[src/rtl/fila_pkg.sv]
// Shared state type and default widths for the fila sequencing controller.
package fila_pkg;

    localparam int FILA_DATA_W = 8;
    localparam int FILA_LEN_W  = 3;

    typedef enum logic [1:0] {
        IDLE,
        POP,
        WAIT,
        PRESENT
    } fila_ctrl_state_t;

endpackage

[src/rtl/len_hysteresis.sv]
// Registered accept flag for the deserializer, with hysteresis on fila occupancy.
module len_hysteresis
    import fila_pkg::*;
#(
    parameter int LEN_W     = FILA_LEN_W,
    parameter int HIGH_MARK = 6,
    parameter int LOW_MARK  = 3
) (
    input  logic             clk,
    input  logic             rst,
    input  logic [LEN_W-1:0] len,
    output logic             ack
);

    // Drop at the high mark, resume only once the fila has drained to the low mark.
    always_ff @(posedge clk or posedge rst) begin
        if (rst) begin
            ack <= 1'b1;
        end else if (ack && (len >= LEN_W'(HIGH_MARK))) begin
            ack <= 1'b0;
        end else if (!ack && (len <= LEN_W'(LOW_MARK))) begin
            ack <= 1'b1;
        end
    end

endmodule

[src/rtl/fila_ctrl.sv]
// Drains the fila one byte at a time into a ready/valid consumer, throttles the
// deserializer through ack_out and flags writes into a full fila.
module fila_ctrl
    import fila_pkg::*;
#(
    parameter int DATA_W    = FILA_DATA_W,
    parameter int LEN_W     = FILA_LEN_W,
    parameter int MAX_LEN   = 7,
    parameter int HIGH_MARK = 6,
    parameter int LOW_MARK  = 3,
    parameter int DEQ_LAT   = 1,
    parameter int CNT_W     = 8
) (
    input  logic              clk_10KHz,
    input  logic              reset,
    input  logic [LEN_W-1:0]  len_out,
    input  logic              enqueue_in,
    input  logic [DATA_W-1:0] q_data,
    output logic              dequeue_out,
    output logic              ack_out,
    output logic [DATA_W-1:0] out_data,
    output logic              out_valid,
    input  logic              cons_ready,
    output logic              overflow,
    input  logic              clr_err,
    output logic [CNT_W-1:0]  pop_count
);

    localparam int WAIT_W = (DEQ_LAT > 1) ? $clog2(DEQ_LAT) : 1;

    fila_ctrl_state_t  state;
    logic [WAIT_W-1:0] wait_cnt;

    len_hysteresis #(
        .LEN_W     (LEN_W),
        .HIGH_MARK (HIGH_MARK),
        .LOW_MARK  (LOW_MARK)
    ) u_hyst (
        .clk (clk_10KHz),
        .rst (reset),
        .len (len_out),
        .ack (ack_out)
    );

    // dequeue_out is raised on entry to POP so the pulse coincides with that state.
    always_ff @(posedge clk_10KHz or posedge reset) begin
        if (reset) begin
            state       <= IDLE;
            wait_cnt    <= '0;
            dequeue_out <= 1'b0;
            out_data    <= '0;
            out_valid   <= 1'b0;
            pop_count   <= '0;
        end else begin
            dequeue_out <= 1'b0;
            case (state)
                IDLE: begin
                    if (len_out != '0) begin
                        dequeue_out <= 1'b1;
                        state       <= POP;
                    end
                end
                POP: begin
                    wait_cnt <= WAIT_W'(DEQ_LAT - 1);
                    state    <= WAIT;
                end
                WAIT: begin
                    if (wait_cnt == '0) begin
                        out_data  <= q_data;
                        out_valid <= 1'b1;
                        state     <= PRESENT;
                    end else begin
                        wait_cnt <= wait_cnt - 1'b1;
                    end
                end
                PRESENT: begin
                    if (cons_ready) begin
                        out_valid <= 1'b0;
                        pop_count <= pop_count + 1'b1;
                        state     <= IDLE;
                    end
                end
                default: state <= IDLE;
            endcase
        end
    end

    // A new overflow event outranks a simultaneous clear.
    always_ff @(posedge clk_10KHz or posedge reset) begin
        if (reset) begin
            overflow <= 1'b0;
        end else if (enqueue_in && (len_out == LEN_W'(MAX_LEN))) begin
            overflow <= 1'b1;
        end else if (clr_err) begin
            overflow <= 1'b0;
        end
    end

endmodule

[config.mk]
export PLATFORM = sky130hd
export DESIGN_NAME = fila_ctrl
export DESIGN_NICKNAME = d
export VERILOG_FILES = /design/src/rtl/fila_pkg.sv /design/src/rtl/len_hysteresis.sv /design/src/rtl/fila_ctrl.sv
export SDC_FILE = /design/constraint.sdc
export NUM_CORES = 1
export LEC_CHECK = 0
export CELL_PAD_IN_SITES_DETAIL_PLACEMENT = 2
export CELL_PAD_IN_SITES_GLOBAL_PLACEMENT = 2
export CORE_ASPECT_RATIO = 0.9
export CORE_UTILIZATION = 25
export CTS_BUF_LIST = sky130_fd_sc_hd__clkbuf_2 sky130_fd_sc_hd__clkbuf_4 sky130_fd_sc_hd__clkbuf_8
export DETAILED_ROUTE_END_ITERATION = 8
export GPL_TIMING_DRIVEN = 0
export HOLD_SLACK_MARGIN = 0.03
export MAX_ROUTING_LAYER = met4
export PLACE_DENSITY_LB_ADDON = 0.15
export SLEW_MARGIN = 15
export SYNTH_ARGS = -nofsm -noshare
export SYNTH_HDL_FRONTEND = slang
export SYNTH_SLANG_ARGS = --single-unit
[constraint.sdc]
create_clock -name clk_10KHz -period 1.2 [get_ports clk_10KHz]
set_input_delay 0.18 -clock clk_10KHz [delete_from_list [all_inputs] [get_ports clk_10KHz]]
set_output_delay 0.18 -clock clk_10KHz [all_outputs]
set_load 0.1 [all_outputs]
# --- After elaboration in Yosys (flattened, before gate mapping) ---
# Cells that the tools add are included.
word_totals:
  out_inout_bits: 20
  regBits: 23
op_classes:
  addsub: 2
  n_reduce_logical: 14
  bitwise_logic: 1
  n_mux: 15
  n_eq_ne: 7
  order_cmp: 2
op_table:
  columns: ["operator", "count"]
  rows:
  - ["$mux W1", 9]
  - ["$add A8 B1 Y8 const B", 1]
  - ["$pmux W2 S4", 1]
  - ["$reduce_bool A2 Y1", 4]
  - ["$mux W2", 3]
  - ["$ne A2 B2 Y1 const B", 3]
  - ["$reduce_and A3 Y1", 2]
  - ["$eq A2 B2 Y1 const B", 2]
  - ["$pmux W1 S2", 2]
  - ["$reduce_and A2 Y1", 2]
  - ["$eq A3 B3 Y1 const B", 1]
  - ["$ge A3 B3 Y1 const B", 1]
  - ["$le A3 B2 Y1 const B", 1]
  - ["$logic_and A1 B1 Y1", 3]
  - ["$reduce_bool A3 Y1", 1]
  - ["$eq A2 B1 Y1 const B", 1]
  - ["$logic_not A2 Y1", 1]
  - ["$logic_not A1 Y1", 1]
  - ["$not A1 Y1", 1]
  - ["$sub A1 B1 Y1 const B", 1]

# --- Longest topological paths before layout ---
# Gate-level depths: netlist of the first run.
logic_depth:
  word_depth: 4
  depth_mapped: 5

# --- Modules after synthesis ---
# From an unflattened synthesis of the first run, not the netlist that was laid out.
unflattened:
  hier_cells: 76
  area_unflattened_um2: 980.9
modules_own_cells:
  columns: ["module", "cells_each", "area_each_um2", "n_inst", "seq_area_each_um2"]
  rows:
  - ["fila_ctrl", 72, 938.4, 1, 525.5]
  - ["len_hysteresis", 4, 42.5, 1, 26.3]

# --- Worst setup path before layout of the first run ---
# No wires, ideal clock.
synth_timing:
  path_kind: "register to register"
  start: "register pop_count[0]"
  end: "register pop_count[7]"
  stages_incl_launch_ff: 4
  setup_ns: 0.158
  period_less_slack_ns: 1.745
  arrival_time_ns: 1.587
  setup_slack_ns: -0.545
  required_time_ns: 1.042
  n_path_buf: 0
  path_cell_list: "dfrtp_1 -> and4_1 -> nand4_1 -> xnor2_1"
synth_between:
  elab_chain_cells: 1
synth_rtl:
  columns: ["element", "line_no", "rtl"]
  rows:
  - ["from (decl)", "fila_ctrl.sv:26", "output logic [CNT_W-1:0] pop_count"]
  - ["from (signal assigned)", "fila_ctrl.sv:79", "pop_count <= pop_count + 1'b1;"]
  - ["$add A8 B1 Y8", "fila_ctrl.sv:79", null]
# Every way passes these cells.
# A chain may end at the register's enable or synchronous reset.

# --- Final worst setup path of the first run ---
layout_timing:
  start: "register state[1]"
  end: "register state[1]"
layout_between:
  elab_chain_cells: 3
  word_cells_on_any_way: 9
  classes_between: "6 x eq/ne; 1 x mux; 2 x reduce/logical"
layout_rtl:
  columns: ["element", "line_no", "rtl"]
  rows:
  - ["from (decl)", "fila_ctrl.sv:31", "fila_ctrl_state_t state;"]
  - ["from (signal assigned)", "fila_ctrl.sv:48", "state <= IDLE;"]
  - ["from (signal assigned)", "fila_ctrl.sv:60", "state <= POP;"]
  - ["from (signal assigned)", "fila_ctrl.sv:65", "state <= WAIT;"]
  - ["$eq A2 B2 Y1 or $logic_not A2 Y1 (tied branches)", "fila_ctrl.sv:56", "case (state)"]
  - ["$ne A2 B2 Y1 (no line)", null, null]
  - ["$reduce_and A3 Y1 (no line)", null, null]
# Parallel ways exist; a longest one is shown, timed or not.

==> qor.csv, run 1 <==
metric,value,unit
dr_total_vias,730,
postCtsHoldBufs,0,
clock_path_buffers,2,
reg2regPathDepth,4,
synthToLayoutAreaGrowth,70.55,%
synth_top_area_cell,dfrtp_1,
routed_via_density,4.451,
worstSetupPathType,reg2reg,
ys.flop_type,dfrtp_1,
syn_nets,94,
wl,2546,um
report.final.slew_viol_count,0,
drv_cap,0,
syn_area,955.9,um2
yosys.cell_count.top_type,dfrtp_1,
layout.cells.non_filler,164,
post-dp-hpwl,1676,um
hold_class,in2async,
period_minus_slack,1.336,ns
violations,negative setup slack,
cts_buffers,3,
wl_per_cell,15.52,um
root_buffer,clkbuf_8,
synthTopCellsByArea,"dfrtp_1, mux2_2, ha_1, xnor2_1, dfstp_2",
drive_above_1_share,64.17,%
critPathLaunchType,register,
antenna_found_initial,0,
grt_pass1_wl,3836,um
n_antenna_cell,0,
port_buffers,35,
grtUsageTotal,13.82,%
dp.cells,152,
ios,36,
grt_overflow_total,0,
ys_seq_area_share,57.72,%
grt_start_max_net_pins,23,
synth.distinct_cells,23,
critical_path_arrival,1.49,ns
rsz0062_at_grt,true,
clkTransAtPathRegs,0.08,ns
core-area,3503,um2
drt_iter0_markers,7,
yosys_warnings,0,
start_util,27.29,%
synth_edf_count,0,
clkSinkCount,22,
slew_headroom,66.78,%
rows,20,
skew,0.005191,ns
routabilityCongestion,0.6677,
status,"complete, but fails checks",
ant_nets,0,
fmax,0.7483,GHz
syn_inst,73,
min_period_over_period,111.4,%
avgSynthCellArea,13.09,um2
clock_latency,0.26,ns
endpoint_kind,register,
path_cells,"ha_4, nor2b_4, a21oi_4, mux2_4",
path_max_fanout,4,
cts_htree_levels,1,
slowest_delay,0.46,ns
utilization,46.54,%
synth_top_area_share,54.97,%
setup_ws,-0.1363,ns
hold_slack,0.2967,ns
synth-async-reset-ratio,100.0,%
die_w,67.18,um
dieArea,4075,um2
synth_common_cells,"dfrtp_1, mux2_2, inv_1, nand2_1",
die_h,60.66,um
setup_viol,14,
drc,0,
hold_viol_final,0,
ys_seq_elements,22,
worst_pin_slew,0.4972,ns
drt-pass1-iter-count,2,
nets,142,
worstPathRequired,1.35,ns
cts_tree,built,
first_global_vias,790,
critPathSlowestCell,dfrtp_2,
[sequential cells by signal, summed over array words and instances, names as in the netlist]
name and flops:
state 2, out_valid 1, out_data 8, u_hyst.ack 1, pop_count 8, overflow 1
dequeue_out 1
[metal layers]
layer / track usage, % / up-vias / part of all wire [%]
met4: 3.647 / 0 / 0.59
li1: - / 336 / -
met3: 5.075 / 2 / 6.4
met2: 24.29 / 25 / 50
met1: 14.60 / 367 / 43
met5: - / - / 0
[layout by cell type (no fill, tap or decap), types with 2 or more instances in the layout]
master	instances
dfrtp_2	12
mux2_2	6
xor2_1	2
dfrtp_1	4
ha_4	2
mux2_4	4
inv_1	4
o21ai_0	3
clkdlybuf4s50_1	14
buf_12	2
ha_1	2
nand2_1	3
buf_4	20
clkbuf_8	3
nand2_2	2
dfrtp_4	5
nor3_4	2
nand4_1	2
buf_6	7
xnor2_1	4
[worst max-delay path, delay by kind of cell (launching register included)]
family                   cells  cell delay, ns
AO/OA/AOI/OAI                1            0.14
adder cells (fa/ha/maj)      1            0.19
multiplexers                 1            0.30
AND/OR/NAND/NOR              1            0.13
flip-flops                   1            0.46
[cell families (layout without fill, tap and decap cells)]
| kind of cell | after synthesis | count (layout) | synth area share, % |
|---|---|---|---|
| fa+ha+maj | 5 | 5 | 6.545 |
| compound gates | 4 | 4 | 2.487 |
| simple gates | 17 | 17 | 10.73 |
| buf+inv | 7 | 54 | 2.879 |
| flops | 22 | 22 | 57.72 |
| xor+xnor | 7 | 7 | 6.414 |
| mux | 11 | 11 | 13.22 |
[worst paths after layout]
check | from | to | slack, ns
max | state[1] | state[1] | -0.14
min reg2reg | pop_count[6] | pop_count[6] | 0.48
min in group clk_10KHz | clr_err | overflow | 0.47
max reg2reg | state[1] | state[1] | -0.14
max in group asynchronous | reset | pop_count[3] | 0.56
min | reset | pop_count[7] | 0.30
[through the flow]
step                      setup slack [ns]  cell area [um2]  TNS [ns]
after global routing               -0.1662             1630    -1.956
after global placement             -0.6190             1448    -15.31
after detailed placement           -0.6095             1448    -15.84
after floorplan                    -0.1135             1042   -0.4030
after CTS                          -0.1202             1554    -1.022
final                              -0.1363             1630    -1.141
[area by class of cell]
| type | count | area [um2] |
|---|---|---|
| Clock buffer | 3 | 41.29 |
| Tap cell | 44 | 55.05 |
| Fill cell | 343 | 1873 |
| Multi-Input combinational cell | 44 | 474.2 |
| Timing Repair Buffer | 43 | 406.6 |
| Sequential cell | 22 | 585.6 |
| Clock inverter | 1 | 30.03 |
| Buffer | 1 | 11.26 |
| Inverter | 6 | 26.28 |
[repair_timing]
item | 4_1_cts | 5_1_grt
buffers inserted | 3 | 4
cloned | 0 | 1
endpoints found under the setup margin | 34 | 22
hold endpoints to repair | 0 | 0
pin swaps | 7 | 3
gates resized for setup | 135 | 11
Power of run 1 is left out: the tool's default activity adds up to more than one toggle a clock period on the data nets, which glitch-free logic cannot reach.
==> inputs of run 2 (changes only) <==
--- a/config.mk
+++ b/config.mk
@@ -8,6 +8,7 @@
 export CELL_PAD_IN_SITES_DETAIL_PLACEMENT = 2
 export CELL_PAD_IN_SITES_GLOBAL_PLACEMENT = 2
 export CORE_ASPECT_RATIO = 0.9
+export CORE_MARGIN = 2
 export CORE_UTILIZATION = 25
 export CTS_BUF_LIST = sky130_fd_sc_hd__clkbuf_2 sky130_fd_sc_hd__clkbuf_4 sky130_fd_sc_hd__clkbuf_8
 export DETAILED_ROUTE_END_ITERATION = 8
@@ -19,3 +20,4 @@
 export SYNTH_ARGS = -nofsm -noshare
 export SYNTH_HDL_FRONTEND = slang
 export SYNTH_SLANG_ARGS = --single-unit
+export TNS_END_PERCENT = 20
==> qor.csv, run 2 (same netlist as run 1, synthesis figures left out) <==
metric,value,unit
clock_path_buffers,2,
cts_buffers,3,
grt_start_max_net_pins,23,
fmax,0.7442,GHz
die_w,69.18,um
first_global_vias,797,
tns,-0.8412,ns
routed_via_density,4.276,
nets,139,
status,"complete, but fails checks",
critPathLaunchType,register,
worstSetupPathType,reg2reg,
grt_overflow_total,0,
violations,negative setup slack,
dieArea,4335,um2
reg_top3,"out_data: 8 flops, pop_count: 8 flops, state: 2 flops",
dr_total_vias,697,
die_h,62.66,um
wl_per_cell,14.24,um
dp.cells,154,
slowest_delay,0.45,ns
setup_viol,12,
antenna_found_initial,0,
placed_area,1413,um2
final_common_cell,buf_4,
core-area,3705,um2
worst_pin_slew,0.4980,ns
drc,0,
worstSetupStartpoint,state[1],
drv_cap,0,
start_util,25.80,%
port_buffers,35,
layout.cells.non_filler,163,
routabilityCongestion,0.6851,
rows,21,
period_minus_slack,1.344,ns
post-dp-hpwl,1725,um
ios,36,
drt_iter0_markers,8,
synthToLayoutAreaGrowth,60.60,%
worstPathRequired,1.35,ns
cts_tree,built,
wl,2321,um
hold_viol_final,0,
path_max_fanout,5,
reg2reg_from,state[1],
clock_latency,0.27,ns
root_buffer,clkbuf_8,
drive_above_1_share,52.14,%
hold_class,in2async,
grt_pass1_wl,4084,um
endpoint_kind,register,
rsz0062_at_grt,true,
setup_ws,-0.1437,ns
clkTransAtPathRegs,0.08,ns
critPathSlowestCell,dfrtp_2,
fill_cells,378,
clkSinkCount,22,
hold_slack,0.2832,ns
final_area,1535,um2
path_cells,"ha_4, nor2b_4, a21oi_2, mux2_4",
ant_nets,0,
drt-pass1-iter-count,2,
grtUsageTotal,12.40,%
report.final.slew_viol_count,0,
n_antenna_cell,0,
cts_htree_levels,1,
critical_path_arrival,1.50,ns
final_cell_mix,"buf_4, clkdlybuf4s50_1, dfrtp_1",
slew_headroom,66.73,%
min_period_over_period,112.0,%
skew,0.001988,ns
## run 2: cell types whose count changed in the layout (fill, tap and decap cells not counted), sizes merged
cell	change
dlygate4sd2	-1
bufinv	-1
buf	-3
clkbuf	+1
clkdlybuf4s50	+1
## run 2: worst max-delay path: cells and delay by family, from the launching register on
family / cells / cell delay, ns
AOI/OAI and AO/OA: 1 / 0.16
adders and majority gates: 1 / 0.18
DFF: 1 / 0.45
muxes: 1 / 0.31
and+or+nand+nor: 1 / 0.13
## run 2: final timing paths
kind,endpoint,cells past startpoint,slack (ns)
max,state[1],4,-0.14
min,pop_count[7],2,0.28
max reg2reg,state[1],4,-0.14
min reg2reg,pop_count[7],1,0.47
max in group asynchronous,pop_count[3],2,0.58
min in group clk_10KHz,overflow,2,0.47
## run 2: area by class of cell
cell class,instances,area [um2],area share (%)
Tap cell,46,57.56,3.749
Timing Repair Buffer,40,376.6,24.53
Buffer,1,11.26,0.7335
Multi-Input combinational cell,44,439.2,28.61
Clock buffer,4,48.80,3.178
Sequential cell,22,575.6,37.49
Inverter,6,26.28,1.711
## run 2: routing by layer
layer	vias up	share of wire [%]	routed length (um)	GRT usage, %
met4	0	0.60	14	2.206
met5	-	0	0	-
met2	13	56	1301	20.91
met1	354	39	906	14.59
met3	2	4.3	99	4.194
li1	328	-	-	-
## run 2: timing repair
| action | CTS | global route |
|---|---|---|
| hold buffers | 0 | 0 |
| endpoints found under the setup margin | 36 | 24 |
| resized for setup | 139 | 5 |
| pin swaps | 3 | 3 |
| setup buffers | 4 | 0 |
| gates cloned | 1 | 0 |
## run 2: metrics by stage
| step | utilization [%] | worst slack (ns) |
|---|---|---|
| 2_1_floorplan | - | -0.1140 |
| 3_3_place_gp | 38.13 | -0.6136 |
| 3_5_place_dp | 38.13 | -0.6142 |
| 4_1_cts | 40.86 | -0.1379 |
| 5_1_grt | 41.44 | -0.1828 |
| 6_report | 41.44 | -0.1437 |
Power of run 2 is left out for the same reason.
==> RTL change 1 (flow settings as in run 1) <==
Put one more register stage on the output `pop_count`, without a reset. The value now appears one clock later. The other outputs are not delayed to match.
--- a/src/rtl/fila_ctrl.sv
+++ b/src/rtl/fila_ctrl.sv
@@ -28,6 +28,8 @@
 
     localparam int WAIT_W = (DEQ_LAT > 1) ? $clog2(DEQ_LAT) : 1;
 
+    logic [CNT_W-1:0] pop_count_s0;
+
     fila_ctrl_state_t  state;
     logic [WAIT_W-1:0] wait_cnt;
 
@@ -50,7 +52,7 @@
             dequeue_out <= 1'b0;
             out_data    <= '0;
             out_valid   <= 1'b0;
-            pop_count   <= '0;
+            pop_count_s0 <= '0;
         end else begin
             dequeue_out <= 1'b0;
             case (state)
@@ -76,7 +78,7 @@
                 PRESENT: begin
                     if (cons_ready) begin
                         out_valid <= 1'b0;
-                        pop_count <= pop_count + 1'b1;
+                        pop_count_s0 <= pop_count_s0 + 1'b1;
                         state     <= IDLE;
                     end
                 end
@@ -96,5 +98,9 @@
         end
     end
 
+    always_ff @(posedge clk_10KHz) begin
+        pop_count <= pop_count_s0;
+    end
+
 endmodule
 
Formal check against the unedited RTL: not equivalent (Yosys sat finds a counterexample within 10 cycles, from zero or initial values and one cycle with reset high).
==> RTL change 1 against run 1 <==
The flow still finishes with violations (setup timing). Sequential cell count increased by 8. Wire length decreased by 8.1%. Worst hold slack about the same. Setup slack better by 0.012 ns. Design area increased by 3.1%. Synthesized area up 17%. Non-clock buffer count decreased by 5. Highest routed layer unchanged.
Power is left out: the tool's default activity adds up to more than one toggle a clock period on the data nets, which glitch-free logic cannot reach.
==> RTL change 1: results (changes against run 1) <==
metric,value,unit,change
status,"complete, but fails checks",,unchanged
failing checks,setup timing,,unchanged
mean post-synth cell area,13.7,µm²,was 13.1 µm²
first-pass GRT wire length,4080,µm,was 3840 µm
gpl congestion,0.686,,was 0.668
synth top area cells,"dfrtp_1, dfxtp_1, mux2_2, ha_1, xnor2_1",,"was dfrtp_1, mux2_2, ha_1, xnor2_1, dfstp_2"
hpwl dp,1710,µm,was 1680 µm
vias in the first global route,865,,was 790
Syn Nets,103,,was 94
peak per-stage delay on the critical path,0.44,ns,was 0.46 ns
DR vias,777,,was 730
Setup Skew,0.00838,ns,was 0.00519 ns
root buffer cell,clkbuf_8,,unchanged
FILL cells,445,,was 343
Die X,72.6,µm,was 67.2 µm
First DRT Iteration DRCs,21,,was 7
Final nets,148,,was 142
average wire per standard cell,12.4,µm,was 15.5 µm
"Max FO, Critical Path",6,,was 4
H-tree depth,2,,was 1
adder-cell share of the synthesized area,5.58,%,was 6.54%
XOR/XNOR Fraction of Synth Area,5.47,%,was 6.41%
buffering overhead,20.2,%,was 25.6%
final WL,2340,µm,was 2550 µm
Post-DP Area,1580,µm²,was 1450 µm²
Synth top cells by count,"dfrtp_1, mux2_2, dfxtp_1",,"was dfrtp_1, mux2_2, inv_1, nand2_1"
count of cell types in the netlist,22,,was 23
Synth Area in Compound Gates,2.23,%,was 2.49%
fraction of area in multi-input gates,25.5,%,was 29.1%
Sum Neg Setup Slack,-0.816,ns,was -1.14 ns
HP Class,input pin to async pin,,unchanged
post-CTS setup buffer count,2,,was 3
largest registers,"out_data: 8 flops, pop_count: 8 flops, pop_count_s0: 8 flops",,"was out_data: 8 flops, pop_count: 8 flops, state: 2 flops"
Non-Clock Buffer Count,39,,was 44
yosys warns,0,,unchanged
multi-input logic cell count,45,,was 44
Placed Cells incl. Taps,177,,was 152
fin worst setup slack,-0.124,ns,was -0.136 ns
Final clock-cell share,5.13,%,was 4.37%
Place WS,-0.627,ns,was -0.610 ns
post-synthesis mux area share,11.3,%,was 13.2%
max_slew headroom,65.7,%,was 66.8%
post-synthesis sequential area ratio,63.5,%,was 57.7%
Seq area share,43.1,%,was 35.9%
Finished Cell Area,1680,µm²,was 1630 µm²
# clk buffers,6,,was 3
CTS resizes,118,,was 135
global router's overall resource usage,12.2,%,was 13.8%
setup violators final,12,,was 14
layout cells sized above 1,50.0,%,was 64.2%
asr flop ratio synth,73.3,%,was 100%
-- RTL change 1: final timing paths --
| kind | end | start | slack, ns | cells past startpoint |
|---|---|---|---|---|
| worst max-delay path | state[1] | state[1] | -0.12 | 4 |
| worst min-delay path | pop_count_s0[7] | reset | 0.30 | 2 |
| worst max register to register | state[1] | state[1] | -0.12 | 4 |
| worst min register to register | pop_count[7] | pop_count_s0[7] | 0.39 | 0 |
| max in group asynchronous | u_hyst.ack | reset | 0.56 | 2 |
| min in group clk_10KHz | pop_count[7] | pop_count_s0[7] | 0.39 | 0 |
-- RTL change 1: per-layer routing --
| layer | routed length (µm) | GRT usage [%] | share of wire (%) | up-vias |
|---|---|---|---|---|
| li1 | - | - | - | 364 |
| met3 | 137 | 3.83 | 5.9 | 4 |
| met5 | 0 | - | 0 | - |
| met4 | 51 | 6.62 | 2.2 | 0 |
| met1 | 1070 | 14.9 | 46 | 385 |
| met2 | 1070 | 18.0 | 46 | 24 |
==> RTL change 2 (config.mk and constraints of run 1) <==
Made on the original files. Change the package constant `FILA_DATA_W` from 8 to 10.
--- a/src/rtl/fila_pkg.sv
+++ b/src/rtl/fila_pkg.sv
@@ -1,7 +1,7 @@
 // Shared state type and default widths for the fila sequencing controller.
 package fila_pkg;
 
-    localparam int FILA_DATA_W = 8;
+    localparam int FILA_DATA_W = 10;
     localparam int FILA_LEN_W  = 3;
 
     typedef enum logic [1:0] {
Interface: changed (resized out_data and q_data); port bits go from 36 to 40. The function was not compared with the original's and may differ.
==> RTL change 2 against run 1 <==
The run still ends with setup timing left. Wire length is 3.7% higher. Worst hold slack better by 0.014 ns. Global-route usage is 1.2 points lower. Clock skew is 0.0036 ns lower. Design area is 8.1% higher. Sequential cell count is 2 higher. Setup slack better by 0.012 ns. Die area is 7.2% higher. Count of clock-buffer cells in the layout stayed put. Synthesized area is 7.5% higher. Critical path type unchanged. Largest cell class unchanged.
Power is not shown: default switching activity piles up to over one toggle a cycle in this logic, so the estimate is an artifact.
==> RTL change 2: results (changes against run 1) <==
metric,value,unit,change
fin worst setup slack,-0.124,ns,was -0.136 ns
layout cells sized above 1,67.7,%,was 64.2%
Syn Nets,98,,was 94
hpwl dp,1730,µm,was 1680 µm
RR Startpoint,state[0],,was state[1]
gpl congestion,0.686,,was 0.668
XOR/XNOR Fraction of Synth Area,5.97,%,was 6.41%
failing checks,setup timing,,unchanged
largest registers,"out_data: 10 flops, pop_count: 8 flops, state: 2 flops",,"was out_data: 8 flops, pop_count: 8 flops, state: 2 flops"
DR vias,772,,was 730
synth top area cells,"dfrtp_1, mux2_2, ha_1, xnor2_1, nand4_1",,"was dfrtp_1, mux2_2, ha_1, xnor2_1, dfstp_2"
post-synthesis sequential area ratio,58.6,%,was 57.7%
count of cell types in the netlist,21,,was 23
Synth top cells by count,"dfrtp_1, mux2_2, inv_1, xnor2_1",,"was dfrtp_1, mux2_2, inv_1, nand2_1"
largest net degree at the start of global routing,25,,was 23
status,"complete, but fails checks",,unchanged
"Max FO, Critical Path",5,,was 4
IO Port Bufs,39,,was 35
max_slew headroom,63.4,%,was 66.8%
global router's overall resource usage,12.7,%,was 13.8%
vias in the first global route,837,,was 790
FILL cells,397,,was 343
setup violators final,18,,was 14
Synth Area in Compound Gates,2.92,%,was 2.49%
FF-to-FF End,pop_count[1],,was state[1]
Setup Skew,0.00158,ns,was 0.00519 ns
first-pass GRT wire length,4240,µm,was 3840 µm
post-synthesis mux area share,14.9,%,was 13.2%
Non-Filler Instances,173,,was 164
RTL change 2: timing repair:
action,in CTS,in global routing
setup endpoints to repair,46,21
setup buffers,5,2
pin swaps,5,6
resized for setup,149,10
cloned,1,1
RTL change 2: layout make-up:
class                   count  area [µm²]  area share (%)
flip-flops and latches     24         642            36.4
clock inverters             1        30.0            1.70
repair buffers             48         467            26.5
multi-input cells          43         470            26.7
plain buffers               2        26.3            1.49
clock buffers               3        41.3            2.34
inverters                   6        28.8            1.63
well taps                  46        57.6            3.26
RTL change 2: worst min-delay path by stage:
stage                            start           end  slack (ns)  cells after the start
after global routing             reset   out_data[7]        0.36                      2
after detailed placement  pop_count[7]  pop_count[7]        0.47                      1
final                            reset   out_data[2]        0.31                      2
after global placement    pop_count[6]  pop_count[6]        0.47                      1
after floorplan                  reset   dequeue_out        0.19                      1
after CTS                        reset  pop_count[5]        0.32                      2
RTL change 2: through the flow:
step	cell area (µm²)	hold WS [ns]	TNS, ns	setup slack (ns)
2_1_floorplan	1110	0.193	-0.304	-0.0757
3_3_place_gp	1560	0.465	-18.04	-0.622
3_5_place_dp	1560	0.471	-18.66	-0.624
4_1_cts	1680	0.320	-1.57	-0.130
5_1_grt	1760	0.359	-2.18	-0.158
6_report	1760	0.310	-1.29	-0.124
RTL change 2: routing by layer:
layer / wire length [µm] / up-vias / track usage, %
li1: - / 357 / -
met1: 1140 / 388 / 15.2
met2: 1330 / 25 / 20.9
met3: 153 / 2 / 4.19
met4: 8 / 0 / 2.30
met5: 0 / - / -
RTL change 2: cells by family after synthesis:
kind of cell,Yosys count
buf+inv,8
simple gates,14
xor+xnor,7
compound gates,4
flops,24
mux,13
fa+ha+maj,5
RTL change 2: critical path, cell delays in order, from the launching register on:
cell     delay, ns
dfrtp_2       0.46
ha_4          0.18
and2_4        0.16
buf_6         0.13
mux2_4        0.28
